===== src/rtl/param_access_arbiter.sv =====
// param_access_arbiter: round-robin sharing of one storage block
// between NUM_REQ requesters, with read wait and timeout.
module param_access_arbiter #(
    parameter int NUM_REQ    = 4,
    parameter int DATA_WIDTH = 8,
    parameter int ADDR_WIDTH = 4,
    parameter int TIMEOUT    = 15
) (
    input  logic                          clk,
    input  logic                          rst_n,
    input  logic [NUM_REQ-1:0]            req_valid,
    input  logic [NUM_REQ-1:0]            req_write,
    input  logic [NUM_REQ*ADDR_WIDTH-1:0] req_addr,
    input  logic [NUM_REQ*DATA_WIDTH-1:0] req_wdata,
    output logic [NUM_REQ-1:0]            req_ready,
    output logic [NUM_REQ-1:0]            rsp_valid,
    output logic [DATA_WIDTH-1:0]         rsp_data,
    output logic                          rsp_err,
    output logic                          mem_write_en,
    output logic                          mem_read_en,
    output logic [ADDR_WIDTH-1:0]         mem_addr,
    output logic [DATA_WIDTH-1:0]         mem_wdata,
    input  logic [DATA_WIDTH-1:0]         mem_rdata,
    input  logic                          mem_ready,
    output logic                          busy
);

    localparam int IW = (NUM_REQ > 1) ? $clog2(NUM_REQ) : 1;
    localparam int CW = $clog2(TIMEOUT + 1);

    typedef enum logic [1:0] {IDLE, ISSUE, WAIT, RESP} state_t;

    state_t                state_q, state_d;
    logic [IW-1:0]         gnt_q, gnt_d;
    logic [IW-1:0]         last_q, last_d;
    logic                  wr_q, wr_d;
    logic [ADDR_WIDTH-1:0] addr_q, addr_d;
    logic [DATA_WIDTH-1:0] wdata_q, wdata_d;
    logic [CW-1:0]         cnt_q, cnt_d;
    logic [DATA_WIDTH-1:0] rdata_q, rdata_d;
    logic                  err_q, err_d;
    logic [IW-1:0]         win;
    logic [IW-1:0]         idx;
    logic                  found;

    // scan requesters starting just after the last grant
    always_comb begin
        found = 1'b0;
        win   = last_q;
        idx   = '0;
        for (int k = 1; k <= NUM_REQ; k++) begin
            idx = IW'((int'(last_q) + k) % NUM_REQ);
            if (!found && req_valid[idx]) begin
                found = 1'b1;
                win   = idx;
            end
        end
    end

    // sequencer next state and handshake
    always_comb begin
        state_d   = state_q;
        gnt_d     = gnt_q;
        last_d    = last_q;
        wr_d      = wr_q;
        addr_d    = addr_q;
        wdata_d   = wdata_q;
        cnt_d     = cnt_q;
        rdata_d   = rdata_q;
        err_d     = err_q;
        req_ready = '0;
        unique case (state_q)
            IDLE: begin
                if (found) begin
                    req_ready[win] = 1'b1;
                    gnt_d   = win;
                    wr_d    = req_write[win];
                    addr_d  = req_addr[int'(win)*ADDR_WIDTH +: ADDR_WIDTH];
                    wdata_d = req_wdata[int'(win)*DATA_WIDTH +: DATA_WIDTH];
                    state_d = ISSUE;
                end
            end
            ISSUE: begin
                if (wr_q) begin
                    rdata_d = '0;
                    err_d   = 1'b0;
                    state_d = RESP;
                end else begin
                    cnt_d   = '0;
                    state_d = WAIT;
                end
            end
            WAIT: begin
                if (mem_ready) begin
                    rdata_d = mem_rdata;
                    err_d   = 1'b0;
                    state_d = RESP;
                end else if (cnt_q == CW'(TIMEOUT - 1)) begin
                    rdata_d = '0;
                    err_d   = 1'b1;
                    state_d = RESP;
                end else begin
                    cnt_d = cnt_q + 1'b1;
                end
            end
            RESP: begin
                last_d  = gnt_q;
                state_d = IDLE;
            end
            default: state_d = IDLE;
        endcase
    end

    // state and datapath registers
    always_ff @(posedge clk or negedge rst_n) begin
        if (!rst_n) begin
            state_q <= IDLE;
            gnt_q   <= '0;
            last_q  <= IW'(NUM_REQ - 1);
            wr_q    <= 1'b0;
            addr_q  <= '0;
            wdata_q <= '0;
            cnt_q   <= '0;
            rdata_q <= '0;
            err_q   <= 1'b0;
        end else begin
            state_q <= state_d;
            gnt_q   <= gnt_d;
            last_q  <= last_d;
            wr_q    <= wr_d;
            addr_q  <= addr_d;
            wdata_q <= wdata_d;
            cnt_q   <= cnt_d;
            rdata_q <= rdata_d;
            err_q   <= err_d;
        end
    end

    assign mem_write_en = (state_q == ISSUE) && wr_q;
    assign mem_read_en  = (state_q == ISSUE) && !wr_q;
    assign mem_addr     = addr_q;
    assign mem_wdata    = wdata_q;
    assign rsp_valid    = (state_q == RESP) ? (NUM_REQ'(1) << gnt_q) : '0;
    assign rsp_data     = rdata_q;
    assign rsp_err      = err_q;
    assign busy         = (state_q != IDLE);

endmodule


===== config.mk =====
export PLATFORM = sky130hd
export DESIGN_NAME = param_access_arbiter
export DESIGN_NICKNAME = d
export VERILOG_FILES = /design/src/rtl/param_access_arbiter.sv
export SDC_FILE = /design/constraint.sdc
export NUM_CORES = 1
export LEC_CHECK = 0
export CORE_MARGIN = 3
export CORE_UTILIZATION = 43
export DETAILED_ROUTE_END_ITERATION = 6
export PLACE_DENSITY = 0.9
export RECOVER_POWER = 100
export SYNTH_ARGS = -nofsm -noshare
export SYNTH_HDL_FRONTEND = slang
export SYNTH_SLANG_ARGS = --single-unit
export TNS_END_PERCENT = 20

===== constraint.sdc =====
create_clock -name clk -period 4.4 [get_ports clk]
set_input_delay 0.66 -clock clk [delete_from_list [all_inputs] [get_ports clk]]
set_output_delay 0.66 -clock clk [all_outputs]
set_load 0.01 [all_outputs]

[After elaboration in Yosys (flattened, before gate mapping)]
Index checks and enable logic that the tools add are counted.
Operators by class
  add/sub/neg operators: 5
  multipliers: 0
  div/mod/pow operators: 0
  order comparisons: 6
  equality and inequality tests: 10
  shifts and indexed selects: 3
  muxes and demuxes: 40
  bitwise gates (word level): 0
  reductions and logical operators: 17
Operators by type and width (number)
  32-bit by 6-bit variable part select with 8-bit output: 1
  4-bit two-way mux: 6
  8-bit two-way mux: 3
  8-bit case mux with 2 select lines: 1
  16-bit by 5-bit variable part select with 4-bit output: 1
  2-bit by 3-bit < comparator with 1-bit output (second input constant): 5
  1-bit two-way mux: 14
  2-bit two-way mux: 7
  1-bit binary-select mux with 2-bit select: 5
  2-bit != test (second input constant): 5
  2-bit case mux with 4 select lines: 1
  4-bit case mux with 2 select lines: 1
  1-bit logical AND: 6
  2-bit by 1-bit adder with 2-bit output (second input constant): 2
  2-bit adder (second input constant): 2
  4-bit by 1-bit adder with 4-bit output (second input constant): 1
  2-bit == test (second input constant): 2
  4-bit == test (second input constant): 1
  1-bit logical NOT: 4
  2-bit AND reduction: 2
  4-bit AND reduction: 1
  2-bit nonzero test: 2
  1-bit by 2-bit << shifter with 4-bit output (first input constant): 1
  3-bit != test (second input constant): 1
  other kinds (6): 6
Word-level totals
  flip-flop bits (word level): 32
  bits in latches: 0
  bits in writable memories: 0
  ROM bits: 0
  bits of input ports: 67
  memories: 0

[Depth between registers and ports, before layout]
Gate-level depths: netlist of the first run.
  depth in word-level cells: 19
  depth in mapped cells: 10
  depth with buffers taken out: 8

[Worst setup path before layout of the first run]
OpenSTA, ideal clock, no wires.
  path type: input to output
  start point: input port req_valid[3]
  end point: output port req_ready[2]
  arrival: 1.719 ns
  setup slack: 2.021 ns
  stages: 7
  path through: or2b_2 o21ai_0 a21boi_1 nand2b_1 clkbuf_2 buf_4 nor2_1
Between the ends
  word-level cells in the longest chain between the ends: 18
  elaborated cells between the ends (all ways): 29
  classes of those cells: order compare (2); mux (20); reduce/logical (7)
RTL lines
  start: declaration: line 11  | input logic [NUM_REQ-1:0] req_valid,
  1-bit binary-select mux with 2-bit select: line 53  | if (!found && req_valid[idx]) begin
  1-bit two-way mux (not written as such): line 53
  1-bit two-way mux: line 53
  1-bit logical NOT: line 53
  1-bit logical AND: line 53
  1-bit two-way mux: line 53
  1-bit logical NOT: line 53
  1-bit logical AND: line 53
  (+2 left out)
  1-bit logical AND: line 53
  2-bit two-way mux: line 53
  2-bit by 3-bit < comparator with 1-bit output (not written as such) or 2-bit by 1-bit >= comparator with 1-bit output (tied branches): line 75  | req_ready[win] = 1'b1;
  1-bit logical AND (not written as such): line 75
  1-bit two-way mux (not written as such): line 75
  1-bit demux with 2-bit select: line 75
  4-bit two-way mux (*): line 74  | if (found) begin
  4-bit two-way mux (*): line 72  | unique case (state_q)
  end: declaration: line 15  | output logic [NUM_REQ-1:0] req_ready,
Mark *: on every way between the ends. The rest lies on a longest branch, timed or not. The select of a mux whose other input is x is not followed.

[Worst setup path in the final report of the first run]
  start point: input port req_valid[3]
  end point: output port req_ready[0]
Same word-level chain as after synthesis.

==> results by group, run 1 <==
STA
  – Worst-margin pin slew: 1730 ps
  – Rel. slew slack: -15.0%
  – FMAX: 258 MHz
  – Clk_skew: 5.63 ps
  – Final Cycle Share: 88.2%
  – Final min period: just under 4000 ps
  – RSZ-0062 raised after global routing: false
  – Final hold vios: 0
  – Final worst setup slack: ~520 ps
  – Final setup TNS: 0 ps
  – Slew Viols, Final: 33
  – # setup viols final: 0

GRT
  – Largest net degree at the start of global routing: 33
  – Total GRT Usage: 20.7%
  – Grt total ovfl: 0
  – Number of global-route vias before repair: 1827
  – Initial antenna violation count: 0
  – First-pass GRT wire length: 8530 um

Clocking
  – CTS root buf: clkbuf_8
  – Clock Pin Slew Worst Setup and Hold Paths: around 70 ps
  – # clock sinks: 32
  – Clk Latency, worst-skew pair: 290 ps
  – Hold Buf Count CTS: 0
  – Post-CTS Repair Setup Buffers: 0
  – TritonCTS buffer count: 5
  – Depth of the CTS H-tree: 2
  – Maximum root-to-sink buffer count: 2
  – CTS tree: yes
  – CTS resizes: 0

Drt
  – Number of DRC markers in iteration 0: 86
  – Final ANT Viol Nets: 0
  – Detailed-route via count: 1843
  – Detail-routed net length per standard cell: 15.3 um
  – First drt pass iteration count: 6
  – Number of remaining DRC errors: 0
  – Final WL: 5380 um
  – DR vias/cell: 5.24

Power and ir drop
  – Power Density: 582 nW/um^2
  – Total power: 1.75 mW
  – Max IR drop VDD: 0.368 mV
  – Leakage: 1.40 nW

Yosys
  – Top-count cell post-synth: nand2_1
  – Ys flop type: dfrtp_1
  – Cell Area, Synth: 1910 sq um
  – Yosys top cell by area: dfrtp_1
  – Synth unique cells: 39
  – Post-Syn Instances: 202
  – Synth top area cells: dfrtp_1 (39%), mux2i_1 (14%), nand2_1 (8.4%), o221ai_2 (4.7%), ha_1 (3.9%)
  – Post-synth top area share: 39.2%
  – Synth top cells by count: nand2_1 (43), dfrtp_1 (30), mux2i_1 (26)
  – Yosys reg bits: 32
  – Mean Syn Cell Area: 9.47 sq um
  – Synth Warn #: 0
  – Number of flops mapped to enable cells by yosys: 0
  – Syn Nets: 275
  – Post-synthesis sequential area ratio: 42.0%
  – Synth async-reset ratio: 100%

Cells and area
  – Syn-to-layout area delta: 57.3%
  – Final #Nets: 374
  – Sequential cell area: 803 sq um
  – Multi-input gate area: slightly below 1000 sq um
  – Layout cell share with drive strength beyond 1: 6.29%
  – Fill count: roughly 330
  – Finished Layout Cells: around 350
  – N_diodes: 0

Worst setup path
  – Worst R2R Path Depth: 6
  – Critical path class: in2out
  – Worst EP required: 3740 ps
  – Critical Path Start Type: primary input
  – Setup crit end kind: primary output
  – Crit path DAT: ~3200 ps
  – Crit Path Max Fanout: 7

Outcome
  – Status: complete, but fails checks
  – Failing checks: max-capacitance violations, max-slew violations

Job
  – Maximum capacitance violations: 1

Place
  – DP Wirelength: ~4200 um
  – Dpl ws: 875 ps
  – GPL Wtd Cong: 0.829
  – Port bufs: 98
  – Placed insts: about 340

Min path
  – Worst min path class: reg2reg
  – Hold Path Stages: 2

Floorplan
  – Die area: 5290 sq um
  – Die width: 72.7 um
  – FP Rows: 23
  – Starting Density: 46.2%
  – CORE AREA: 4140 sq um
  – Die Ht: 72.7 um
  – I/O pin cnt: 99
[final timing paths]
check,startpoint,end,slack (ps)
worst max-delay path,req_valid[3],req_ready[0],520
worst min-delay path,rsp_data[1],rsp_data[1],480
worst max register to register,last_q[0],mem_addr[3],1270
worst min register to register,rsp_data[1],rsp_data[1],480
max in group asynchronous,rst_n,mem_wdata[3],2040
min in group asynchronous,rst_n,cnt_q[0],1360
[cells in the final DEF, fill, tap and decap left out, drive strengths merged, types with 2 or more instances in the layout]
cell type / synthesis / final
clkdlybuf4s50: 0 / 65
nand2: 43 / 43
dlygate4sd3: 0 / 33
dfrtp: 30 / 30
mux2i: 26 / 26
o21ai: 18 / 18
nor2: 13 / 13
o221ai: 13 / 13
inv: 11 / 11
clkbuf: 3 / 9
ha: 6 / 6
nand2b: 4 / 4
a21oi: 3 / 3
nand3: 2 / 2
xor2: 2 / 2
dfstp: 2 / 2
and2: 2 / 2
[critical path, stage by stage]
cell and delay (ps):
dlygate4sd3_1 590, or2b_2 190, o21ai_0 80, a221oi_1 860, inv_1 150, nor2_1 140
clkdlybuf4s50_1 540
[power by group]
| group | total (mW) | switching (mW) | internal, mW |
|---|---|---|---|
| clock network | 0.284 | 0.117 | 0.168 |
| logic | 0.942 | 0.487 | 0.455 |
| registers | 0.525 | 0.0920 | 0.433 |
[kinds of logic after synthesis]
kind of cell | synth area share (%)
fa+ha+maj | 3.92
xor+xnor | 0.916
mux | 13.6
compound gates | 17.7
flops | 42.0
buf+inv | 5.89
simple gates | 16.0
[metrics by stage]
step | utilization (%) | instance area (sq um) | hold WS [ps]
after floorplan | - | 1910 | 364
after global placement | 70.8 | 2930 | 466
after detailed placement | 70.8 | 2930 | 469
after CTS | 73.5 | 3050 | 490
after global routing | 72.6 | 3010 | 497
final | 72.6 | 3010 | 481
[state kept, by name (all words and copies together) (netlist names)]
name and flops:
mem_wdata 8, rsp_data 8, cnt_q 4, mem_addr 4
gnt_q 2, last_q 2, state_q 2, rsp_err 1
wr_q 1
[cell type report]
type,instances,share of cell area [%]
timing repair buffer,103,33.3
multi-input combinational,148,32.8
sequential,32,26.7
clock buffer,5,2.29
tap,50,2.08
clock inverter,3,1.41
inverter,11,1.37
[layer usage]
layer	share of wire, %	up-vias	GRT usage [%]
li1	-	905	-
met3	7.9	9	5.65
met2	50	74	34.5
met5	0	-	0
met1	40	855	26.0
met4	2.0	0	6.56
Power figures use the tool's default switching activity.
==> run 2: changes to the inputs <==
--- a/config.mk
+++ b/config.mk
@@ -5,10 +5,11 @@
 export SDC_FILE = /design/constraint.sdc
 export NUM_CORES = 1
 export LEC_CHECK = 0
+export CAP_MARGIN = 20
 export CORE_MARGIN = 3
-export CORE_UTILIZATION = 43
+export CORE_UTILIZATION = 40
 export DETAILED_ROUTE_END_ITERATION = 6
-export PLACE_DENSITY = 0.9
+export PLACE_DENSITY = 0.85
 export RECOVER_POWER = 100
 export SYNTH_ARGS = -nofsm -noshare
 export SYNTH_HDL_FRONTEND = slang
==> constraint.sdc (replaced) <==
create_clock -name clk -period 3.9 [get_ports clk]
set_input_delay 0.585 -clock clk [delete_from_list [all_inputs] [get_ports clk]]
set_output_delay 0.585 -clock clk [all_outputs]
set_load 0.01 [all_outputs]
==> run 2 against run 1 <==
The run still ends with max-capacitance violations, max-slew violations left. Utilization fell by 5.5 points. Final cell count rose by 0.28%. Hold slack worse by 8.8 ps. Wire length down 4.6%. Via count shrank 2.4%. Clock power decreased by 17%. Sequential share of layout area hardly changed. Flip-flop and latch count did not move. Highest routed layer unchanged. First-iteration DRC count is 5.8% lower. Die area rose by 6.9%.
==> results by group, run 2 (synthesis results as in run 1) <==
Drt
  – Detailed-route via count: 1798
  – Final ANT Viol Nets: 0
  – Routed wl met2: about 2400 um
  – Met3 wire len: 443 um
  – Number of remaining DRC errors: 0
  – Number of DRC markers in iteration 0: 81
  – Top sig layer: met4
  – M1 wire length: 2210 um
  – Final WL: 5130 um
  – First drt pass iteration count: 4
  – DR vias/cell: 5.09
  – Detail-routed net length per standard cell: 14.5 um

Power and ir drop
  – Power Density: 637 nW/um^2
  – Leakage: 1.41 nW
  – Max IR drop VDD: 0.397 mV

Clocking
  – Depth of the CTS H-tree: 2
  – Post-CTS Repair Setup Buffers: 0
  – # clock sinks: 32
  – Maximum root-to-sink buffer count: 2
  – TritonCTS buffer count: 5
  – Hold Buf Count CTS: 0
  – Clock Pin Slew Worst Setup and Hold Paths: about 70 ps
  – CTS tree: yes
  – CTS resizes: 0
  – CTS root buf: clkbuf_8
  – Clk Latency, worst-skew pair: 280 ps

Worst setup path
  – Worst path top cell family by delay: buffers and inverters
  – Slowest CP cell: dlygate4sd3_1
  – Worst-path cell chain: dlygate4sd3_1 -> or2b_2 -> o21ai_0 -> a221oi_4 -> inv_1 -> nor2_1 -> dlygate4sd3_1
  – Critical path class: in2out
  – Worst path bufs/invs: 3
  – Crit Path Max Fanout: 7
  – Critical Path Start Type: primary input
  – Crit path DAT: 2790 ps
  – Worst EP required: 3310 ps
  – Setup crit end kind: primary output
  – Most used cell, CP: dlygate4sd3_1
  – Max stage delay on crit path: 630 ps

Place
  – Dpl ws: 628 ps
  – GPL Wtd Cong: 0.742
  – Cell Area, Placed: 2940 sq um
  – Port bufs: 98
  – DP Wirelength: between 4000 and 5000 um

Cells and area
  – Design area: roughly 3000 sq um
  – N_diodes: 0
  – Layout cell share with drive strength beyond 1: 6.98%
  – Commonest cells after routing, fill and taps aside: clkdlybuf4s50_1 (63), nand2_1 (43), dlygate4sd3_1 (35)
  – Syn-to-layout area delta: 57.0%
  – Fill count: 396
  – Final core utilization: 67.1%
  – Most common cell after layout, fill and taps aside: clkdlybuf4s50_1
  – Final #Nets: 374

STA
  – Final min period: 3380 ps
  – Final worst setup slack: 521 ps
  – RSZ-0062 raised after global routing: false
  – Final setup TNS: 0 ps
  – Final Cycle Share: 86.6%
  – Slew Viols, Final: 33
  – Worst-margin pin slew: about 1700 ps
  – # setup viols final: 0
  – FMAX: about 300 MHz
  – Final hold vios: 0
  – Clk_skew: around 9.6 ps
  – Rel. slew slack: -16.2%

Floorplan
  – Die area: 5650 sq um
  – Die width: 75.2 um
  – CORE AREA: 4470 sq um
  – FP Rows: 24
  – Starting Density: 42.8%
  – I/O pin cnt: 99
  – Die Ht: 75.2 um

GRT
  – First-pass GRT wire length: 7690 um
  – Number of global-route vias before repair: 1743
  – Grt total ovfl: 0
  – Initial antenna violation count: 0
  – Largest net degree at the start of global routing: 33
  – Total GRT Usage: 17.6%

Min path
  – Worst min path class: reg2reg

Outcome
  – Status: complete, but fails checks
  – Failing checks: max-capacitance violations, max-slew violations

Job
  – Maximum capacitance violations: 1
[run 2: cell types whose count changed in the layout (fill, tap and decap cells not counted), sizes merged]
cell,change
dlygate4sd3,+2
bufinv,-1
clkbuf,-1
clkdlybuf4s50,-2
buf,+2
clkinvlp,-1
[run 2: per-layer routing]
metal / global-route usage, % / vias up
met1: 21.9 / 821
met3: 4.67 / 6
met5: 0 / -
met4: 6.21 / 0
met2: 29.6 / 69
li1: - / 902
[run 2: metrics by stage]
stage | hold WS, ps | cells | power, mW
final | 472 | 353 | 1.91
after global routing | 497 | 353 | 2.07
after CTS | 485 | 353 | 1.99
after detailed placement | 470 | 346 | 1.75
after global placement | 465 | 346 | 1.71
after floorplan | 289 | 202 | 1.29
[run 2: final timing paths]
kind                              start            to  slack, ps  cells past startpoint
setup / recovery           req_valid[3]  req_ready[2]        520                      7
hold / removal              rsp_data[2]   rsp_data[2]        470                      2
setup reg to reg              last_q[0]   mem_addr[1]       1300                      6
hold reg to reg             rsp_data[2]   rsp_data[2]        470                      2
max in group asynchronous         rst_n      cnt_q[0]       1580                      2
min in group asynchronous         rst_n   rsp_data[1]       1300                      2
[run 2: layout make-up]
cell class / instances / area [sq um] / area share [%]
tap: 52 / 65.1 / 2.17
inverter: 11 / 41.3 / 1.37
clock buffer: 6 / 72.6 / 2.42
timing repair buffer: 103 / 1010 / 33.7
multi-input combinational: 148 / 1000 / 33.4
sequential: 32 / 803 / 26.7
clock inverter: 1 / 5.00 / 0.167
[run 2: tightest hold or removal path, cell delays in order, from the launching register on]
cell and delay [ps]:
dfrtp_1 340, nand2_1 40, o21ai_0 60
[run 2: power by group]
part | internal [mW] | switching, mW | leakage (nW)
Clock | 0.121 | 0.116 | 0.0410
Combinational | 0.525 | 0.554 | 0.961
Sequential | 0.488 | 0.109 | 0.407
